### src/rtl/shape_draw_responder.sv
// Per-shape drawing engine: answers draw_start by scanning its bounding box one pixel per clock,
// then holds draw_done until the request drops. Also scrolls its own x position on update ticks.
module shape_draw_responder #(
  parameter logic [10:0] X_START = 11'd100,
  parameter logic [10:0] Y_START = 11'd50,
  parameter int          WIDTH   = 4,
  parameter int          HEIGHT  = 4,
  parameter logic [2:0]  COLOUR  = 3'b111,
  parameter int          SHAPE   = 0,
  parameter logic [10:0] STEP    = 11'd1,
  parameter logic [10:0] X_MIN   = 11'd0,
  parameter logic [10:0] X_WRAP  = 11'd159
) (
  input  logic        clock,
  input  logic        reset,
  input  logic        draw_start,
  input  logic        update_screen,
  output logic        draw_done,
  output logic [10:0] out_x,
  output logic [10:0] out_y,
  output logic [2:0]  out_colour,
  output logic        plot
);

  typedef enum logic [1:0] {IDLE, DRAW, DONE} state_t;

  localparam logic [5:0]  COL_LAST     = 6'(WIDTH - 1);
  localparam logic [5:0]  ROW_LAST     = 6'(HEIGHT - 1);
  localparam logic [10:0] SCROLL_LIMIT = X_MIN + STEP;

  state_t      state, state_next;
  logic [10:0] pos_x, pos_x_next;
  logic [10:0] snap_x, snap_x_next;
  logic [5:0]  col, col_next;
  logic [5:0]  row, row_next;
  logic        draw_done_next;
  logic        plot_next;
  logic [10:0] out_x_next, out_y_next;
  logic [2:0]  out_colour_next;
  logic        pixel_on;

  // Spikes only light the lower-left triangle of the box; rectangles light every pixel.
  assign pixel_on = (SHAPE == 0) || (col <= row);

  always_comb begin
    state_next      = state;
    snap_x_next     = snap_x;
    col_next        = col;
    row_next        = row;
    draw_done_next  = 1'b0;
    plot_next       = 1'b0;
    out_x_next      = out_x;
    out_y_next      = out_y;
    out_colour_next = 3'd0;

    // Scrolling runs independently of drawing; the pass in flight uses snap_x.
    if (update_screen) begin
      pos_x_next = (pos_x >= SCROLL_LIMIT) ? (pos_x - STEP) : X_WRAP;
    end else begin
      pos_x_next = pos_x;
    end

    case (state)
      IDLE: begin
        if (draw_start) begin
          state_next  = DRAW;
          snap_x_next = pos_x;
          col_next    = 6'd0;
          row_next    = 6'd0;
        end
      end
      DRAW: begin
        if (!draw_start) begin
          state_next = IDLE;
        end else begin
          out_x_next      = snap_x + {5'd0, col};
          out_y_next      = Y_START + {5'd0, row};
          plot_next       = pixel_on;
          out_colour_next = pixel_on ? COLOUR : 3'd0;
          if (col == COL_LAST) begin
            col_next = 6'd0;
            row_next = row + 6'd1;
            if (row == ROW_LAST) begin
              state_next = DONE;
            end
          end else begin
            col_next = col + 6'd1;
          end
        end
      end
      DONE: begin
        if (draw_start) begin
          draw_done_next = 1'b1;
        end else begin
          state_next = IDLE;
        end
      end
      default: state_next = IDLE;
    endcase
  end

  always_ff @(posedge clock) begin
    if (reset) begin
      state      <= IDLE;
      pos_x      <= X_START;
      snap_x     <= X_START;
      col        <= 6'd0;
      row        <= 6'd0;
      draw_done  <= 1'b0;
      plot       <= 1'b0;
      out_x      <= 11'd0;
      out_y      <= 11'd0;
      out_colour <= 3'd0;
    end else begin
      state      <= state_next;
      pos_x      <= pos_x_next;
      snap_x     <= snap_x_next;
      col        <= col_next;
      row        <= row_next;
      draw_done  <= draw_done_next;
      plot       <= plot_next;
      out_x      <= out_x_next;
      out_y      <= out_y_next;
      out_colour <= out_colour_next;
    end
  end

endmodule

### config.mk
export PLATFORM = sky130hd
export DESIGN_NAME = shape_draw_responder
export DESIGN_NICKNAME = d
export VERILOG_FILES = /design/src/rtl/shape_draw_responder.sv
export SDC_FILE = /design/constraint.sdc
export NUM_CORES = 1
export LEC_CHECK = 0
export ABC_AREA = 1
export BUFFER_PORTS_ARGS = -buffer_cell sky130_fd_sc_hd__buf_2
export CORE_ASPECT_RATIO = 1.4
export CORE_UTILIZATION = 40
export CTS_BUF_LIST = sky130_fd_sc_hd__clkbuf_8
export DETAILED_ROUTE_END_ITERATION = 7
export HOLD_SLACK_MARGIN = 0.05
export PLACE_DENSITY = 0.63
export SLEW_MARGIN = 5
export SYNTH_ARGS = -nofsm -noshare
export SYNTH_HDL_FRONTEND = slang
export SYNTH_SLANG_ARGS = --single-unit
### constraint.sdc
create_clock -name clock -period 3.6 [get_ports clock]
set_input_delay 0.18 -clock clock [delete_from_list [all_inputs] [get_ports clock]]
set_output_delay 0.18 -clock clock [all_outputs]
set_load 0.02 [all_outputs]
==> results of run 1 <==
## power by group
part,internal [mW],switching (mW)
registers,0.643,0.0183
clock network,0.158,0.215
logic,0.0412,0.0858
total,0.842,0.319
## path summary, 6_finish.rpt
check | start | endpoint | slack (ns) | depth (start not counted)
setup / recovery | col[0] | out_x[6] | 1.80 | 9
hold / removal | draw_start | draw_done | 0.17 | 3
setup reg to reg | col[0] | out_x[6] | 1.80 | 9
hold reg to reg | out_y[0] | out_y[0] | 0.47 | 2
## registers in the layout, indices dropped and copies added (netlist names)
name,count
state,2
draw_done,1
out_x,11
pos_x,11
out_colour,1
row,6
col,6
snap_x,11
out_y,7
## worst max-delay path, delay by kind of cell (launching register included)
kind,cells,cell delay [ns]
simple gates,2,0.21
flops,1,0.39
buf+inv,3,0.20
compound gates,2,0.25
fa+ha+maj,2,0.66
## Yosys cell counts (all sizes together)
master,instances,share of area
nand2,87,0.11
dfxtp,56,0.39
inv,54,0.070
nor2,45,0.066
a21oi,29,0.050
o21ai,27,0.047
nand3,22,0.038
buf,15,0.036
ha,11,0.048
xor2,9,0.027
nor3,8,0.014
o21bai,7,0.018
clkbuf,5,0.0065
nand4,5,0.013
o21a,5,0.013
a31oi,3,0.0065
xnor2,3,0.0091
a211oi,2,0.0052
nand3b,2,0.0052
o211ai,2,0.0052
or2,2,0.0043
clkinv,1,0.0017
conb,1,0.0013
fa,1,0.0069
o221ai,1,0.0030
o31ai,1,0.0026
## final cells by class
cell class / count / area share
Tap cell: 95 / 0.0381
Multi-Input combinational cell: 276 / 0.464
Clock buffer: 6 / 0.0264
Inverter: 55 / 0.0665
Clock inverter: 2 / 0.00441
Sequential cell: 56 / 0.359
Timing Repair Buffer: 26 / 0.0417
## per-stage QoR
stage,util,area [sq um]
3_3_place_gp,0.434,3030
4_1_cts,0.447,3120
5_1_grt,0.447,3120
6_report,0.447,3120
2_1_floorplan,-,2900
3_5_place_dp,0.434,3030
## logic make-up (layout without fill, tap and decap cells)
family                     Yosys count  in the layout
AOI/OAI and AO/OA                   77             77
xor gates and xnor gates            12             12
adders and majority gates           12             12
buffers and inverters               75             89
DFF                                 56             56
other                                1              4
and+or+nand+nor                    171            171
## metal layers
metal	wire [um]	up-vias
met5	0	-
met4	178	0
li1	-	1315
met3	155	13
met2	3000	47
met1	2790	1115
==> results.toml, run 1 <==
[outcome]
status = "finished clean"

[power_and_ir_drop]
peakVddDrop_mv = 0.158
p_per_area_nw_per_um2 = 372
total_leakage_power_nw = 1.49
report.power.total_mw = 1.16

[worst_setup_path]
crit_fanout = 5
path_cells = "ha_1 -> inv_1 -> fa_1 -> inv_1 -> nand2_1 -> nand3_1 -> o21ai_0 -> o21bai_1 -> inv_1"
cpPeakStageDelay_ns = 0.43
crit_top_cell = "inv_1"
required_ns = 3.82
crit_arrival_ns = 2.02
criticalPathCategory = "flip-flop to flip-flop"
startpoint_type = "flip-flop"
endpoint_kind = "flip-flop"
cp_slowest_cell = "fa_1"

[synthesis]
netlist_area_sq_um = 2890
ys_ff_latch = 56
yosysWarningCount = 0
synth.distinct_cells = 34
synth.avg_cell_area_sq_um = 7.15
synth.mux.area_fraction = 0
synthAdderAreaFrac = 0.0546
synth_xor_area_frac = 0.0364
synth-simple-area-share = 0.255
synthCells = 404
synth_top_family_by_area = "simple AND/OR/NAND/NOR gates"
ys_seq_area_frac = 0.388
synth_compound_area_frac = 0.151

[drt]
viasPerCell = 4.83
final_antenna_net_count = 0
drc_errors = 0
vias = 2490
routed_wl_um = 6130
first_iter_violations = 145
wl_per_cell_um = 11.9
first_pass_iters = 4

[sta]
slew_violations = 0
tightest_slew_ns = 1.10
min_period_over_period = 0.500
hold_viol = 0
skew_ns = 0.00405
rsz0062_at_grt = "false"
slew_headroom = 0.263
min_period_ns = 1.80
fin_ws_ns = 1.80
final.setup.tns_ns = 0
finalSetupViolCount = 0
fin_hold_ws_ns = 0.165
max_freq_mhz = 556

[finish]
diodes = 0
regArea_sq_um = 1120
layout_commonest_cell = "nand2_1"
nFillCells = 749
area.growth.synth_to_final_pct = 8.10
fin_nets = 436
multi_input_area_sq_um = 1450
drive_gt1_frac = 0.102
stdcell_count = 516
layout_common_cells = "nand2_1, dfxtp_1, inv_1"

[die]
ios = 31
die_x_um = 73.8
die-height_um = 103
initial_core_util = 0.414
core-area_sq_um = 6980
dieArea_sq_um = 7570
core.rowCount = 36

[placed_design]
hpwl_um = 4510
port_buffers = 26
place_inst = 508
dp_slack_ns = 1.65
place.gp.congestion = 0.846

[hold_path]
hold_class = "input port to flip-flop"

[global_routing]
met2_usage = 0.314
grt_start_max_net_pins = 39
met3_usage = 0.0371
top_usage_layer = "met2"
grt_pass1_vias = 2305
track_usage = 0.177
gr-usage-met1 = 0.198
grt_overflow = 0
antenna_found_initial = 0
grt_pass1_wl_um = 10300

[clocking]
clockRootBuffer = "clkbuf_8"
ctsResizeCount = 0
clockBufferDepth = 2
hold_buffers = 0
clk_pin_slew_ns = 0.10
cts_tree = "done"
h-tree-depth = 2
clk_latency_ns = 0.31
clock_sinks = 56
cts_buffers = 5
postCtsSetupBuffers = 0

[job]
cap_violations = 0
Note: power is estimated with default switching activity, not from simulation.
==> run 2, diff against run 1 <==
Settings changed: PLACE_DENSITY 0.63 to 0.65.
Clock period 3.6 ns to 1.65 ns, I/O delays scaled along.
==> run 2 against run 1 <==
  * Non-clock buffer count is 8 higher
  * Sequential cell count unchanged
  * Die area unchanged
  * Core utilization grew 1.4 points
  * Critical endpoint is now out_x[7]
==> results.toml, run 2 (synthesis results as in run 1) <==
[sta]
slew_violations = 0
max_freq_mhz = 658
min_period_ns = 1.52
rsz0062_at_grt = "false"
final.setup.tns_ns = 0
finalSetupViolCount = 0
skew_ns = 0.00573
hold_viol = 0
min_period_over_period = 0.921

[worst_setup_path]
crit_fanout = 5
reg2reg_depth = 9
required_ns = 1.87
crit_arrival_ns = 1.73
startpoint_type = "flip-flop"
criticalPathCategory = "flip-flop to flip-flop"
endpoint_kind = "flip-flop"

[die]
core.rowCount = 36
dieArea_sq_um = 7570
ios = 31
die-height_um = 103
initial_core_util = 0.414
core-area_sq_um = 6980
die_x_um = 73.8

[finish]
drive_gt1_frac = 0.143
area.growth.synth_to_final_pct = 11.6
fin_nets = 444
diodes = 0
layout_commonest_cell = "nand2_1"
finalInstanceArea_sq_um = 3220
top_regs = "out_x: 11 flops, pos_x: 11 flops, snap_x: 11 flops"
layout_common_cells = "nand2_1, dfxtp_1, inv_1"

[global_routing]
antenna_found_initial = 0
grt_overflow = 0
grt_start_max_net_pins = 31
track_usage = 0.176
grt_pass1_wl_um = 10100
grt_pass1_vias = 2211

[power_and_ir_drop]
p_per_area_nw_per_um2 = 767
switching_share = 0.272
total_leakage_power_nw = 1.53
p_switching_mw = 0.673
report.power.total_mw = 2.47
combPwrFrac = 0.121
peakVddDrop_mv = 0.315
p_seq_frac = 0.584
p_clk_frac = 0.295
power.internal_mw = 1.80

[drt]
routed_wl_um = 6150
final_antenna_net_count = 0
first_pass_iters = 4
wl_per_cell_um = 11.8
first_iter_violations = 115
viasPerCell = 4.77
drc_errors = 0
vias = 2494

[clocking]
clk_pin_slew_ns = 0.10
h-tree-depth = 2
hold_buffers = 0
clk_latency_ns = 0.31
clock_sinks = 56
cts_tree = "done"
cts_buffers = 5
clockRootBuffer = "clkbuf_8"
postCtsSetupBuffers = 0
clockBufferDepth = 2

[placed_design]
port_buffers = 26
place.gp.congestion = 0.832
postPlaceCellArea_sq_um = 3100
hpwl_um = 4540

[job]
cap_violations = 0

[hold_path]
min_path_cells = 3
hold_class = "input port to flip-flop"

[outcome]
status = "finished clean"
## run 2: changes by cell type in the layout (fill, tap and decap cells not counted), moves of 3 or more
cell	delta
nand2_1	-3
nand2_2	+3
dfxtp_2	+4
buf_4	+7
dfxtp_1	-4
## run 2: what timing repair did
item	4_1_cts	5_1_grt
cloned	0	0
endpoints found under the setup margin	2	13
pin swaps	0	2
gates resized for setup	1	14
## run 2: layer usage
layer	wire length, um	track usage	up-vias	part of all wire
li1	-	-	1329	-
met1	2740	0.197	1133	0.45
met2	3200	0.322	27	0.52
met3	112	0.0352	5	0.018
met4	99	0.0680	0	0.016
met5	0	0	-	0
## run 2: worst paths after layout
check / from / end / slack (ns)
setup reg to reg: col[5] / out_x[7] / 0.13
setup / recovery: col[5] / out_x[7] / 0.13
hold reg to reg: out_x[0] / out_x[0] / 0.47
hold / removal: draw_start / draw_done / 0.08
## run 2: cell type report
class	count	area (sq um)
well taps	95	119
clock buffers	5	68.8
multi-input cells	276	1480
repair buffers	34	203
clock inverters	2	12.5
fillers	702	3760
flip-flops and latches	56	1130
inverters	55	210
## run 2: worst max-delay path, stage by stage, from the launching register on
cell,delay (ns)
dfxtp_1,0.35
ha_1,0.35
nand2_1,0.13
inv_1,0.05
a21oi_1,0.13
nand2_1,0.11
nand2_1,0.08
nand2_1,0.05
o21bai_1,0.14
inv_1,0.05
## run 2: stage by stage
step	hold WS, ns	utilization	setup slack [ns]	std cells
floorplan	0.249	-	0.0746	407
global placement	0.401	0.444	0.0529	516
detailed placement	0.411	0.444	0.00841	516
CTS	0.0734	0.456	0.0401	523
global route	0.0778	0.462	0.0110	523
finish	0.0797	0.462	0.131	523
## run 2: power by group through the flow
stage	Clock [mW]	Sequential, mW	Combinational, mW
after CTS	0.768	1.44	0.297
after floorplan	0	1.49	0.207
final	0.728	1.44	0.299
after global placement	0	1.47	0.293
after detailed placement	0	1.47	0.295
after global routing	0.813	1.45	0.339
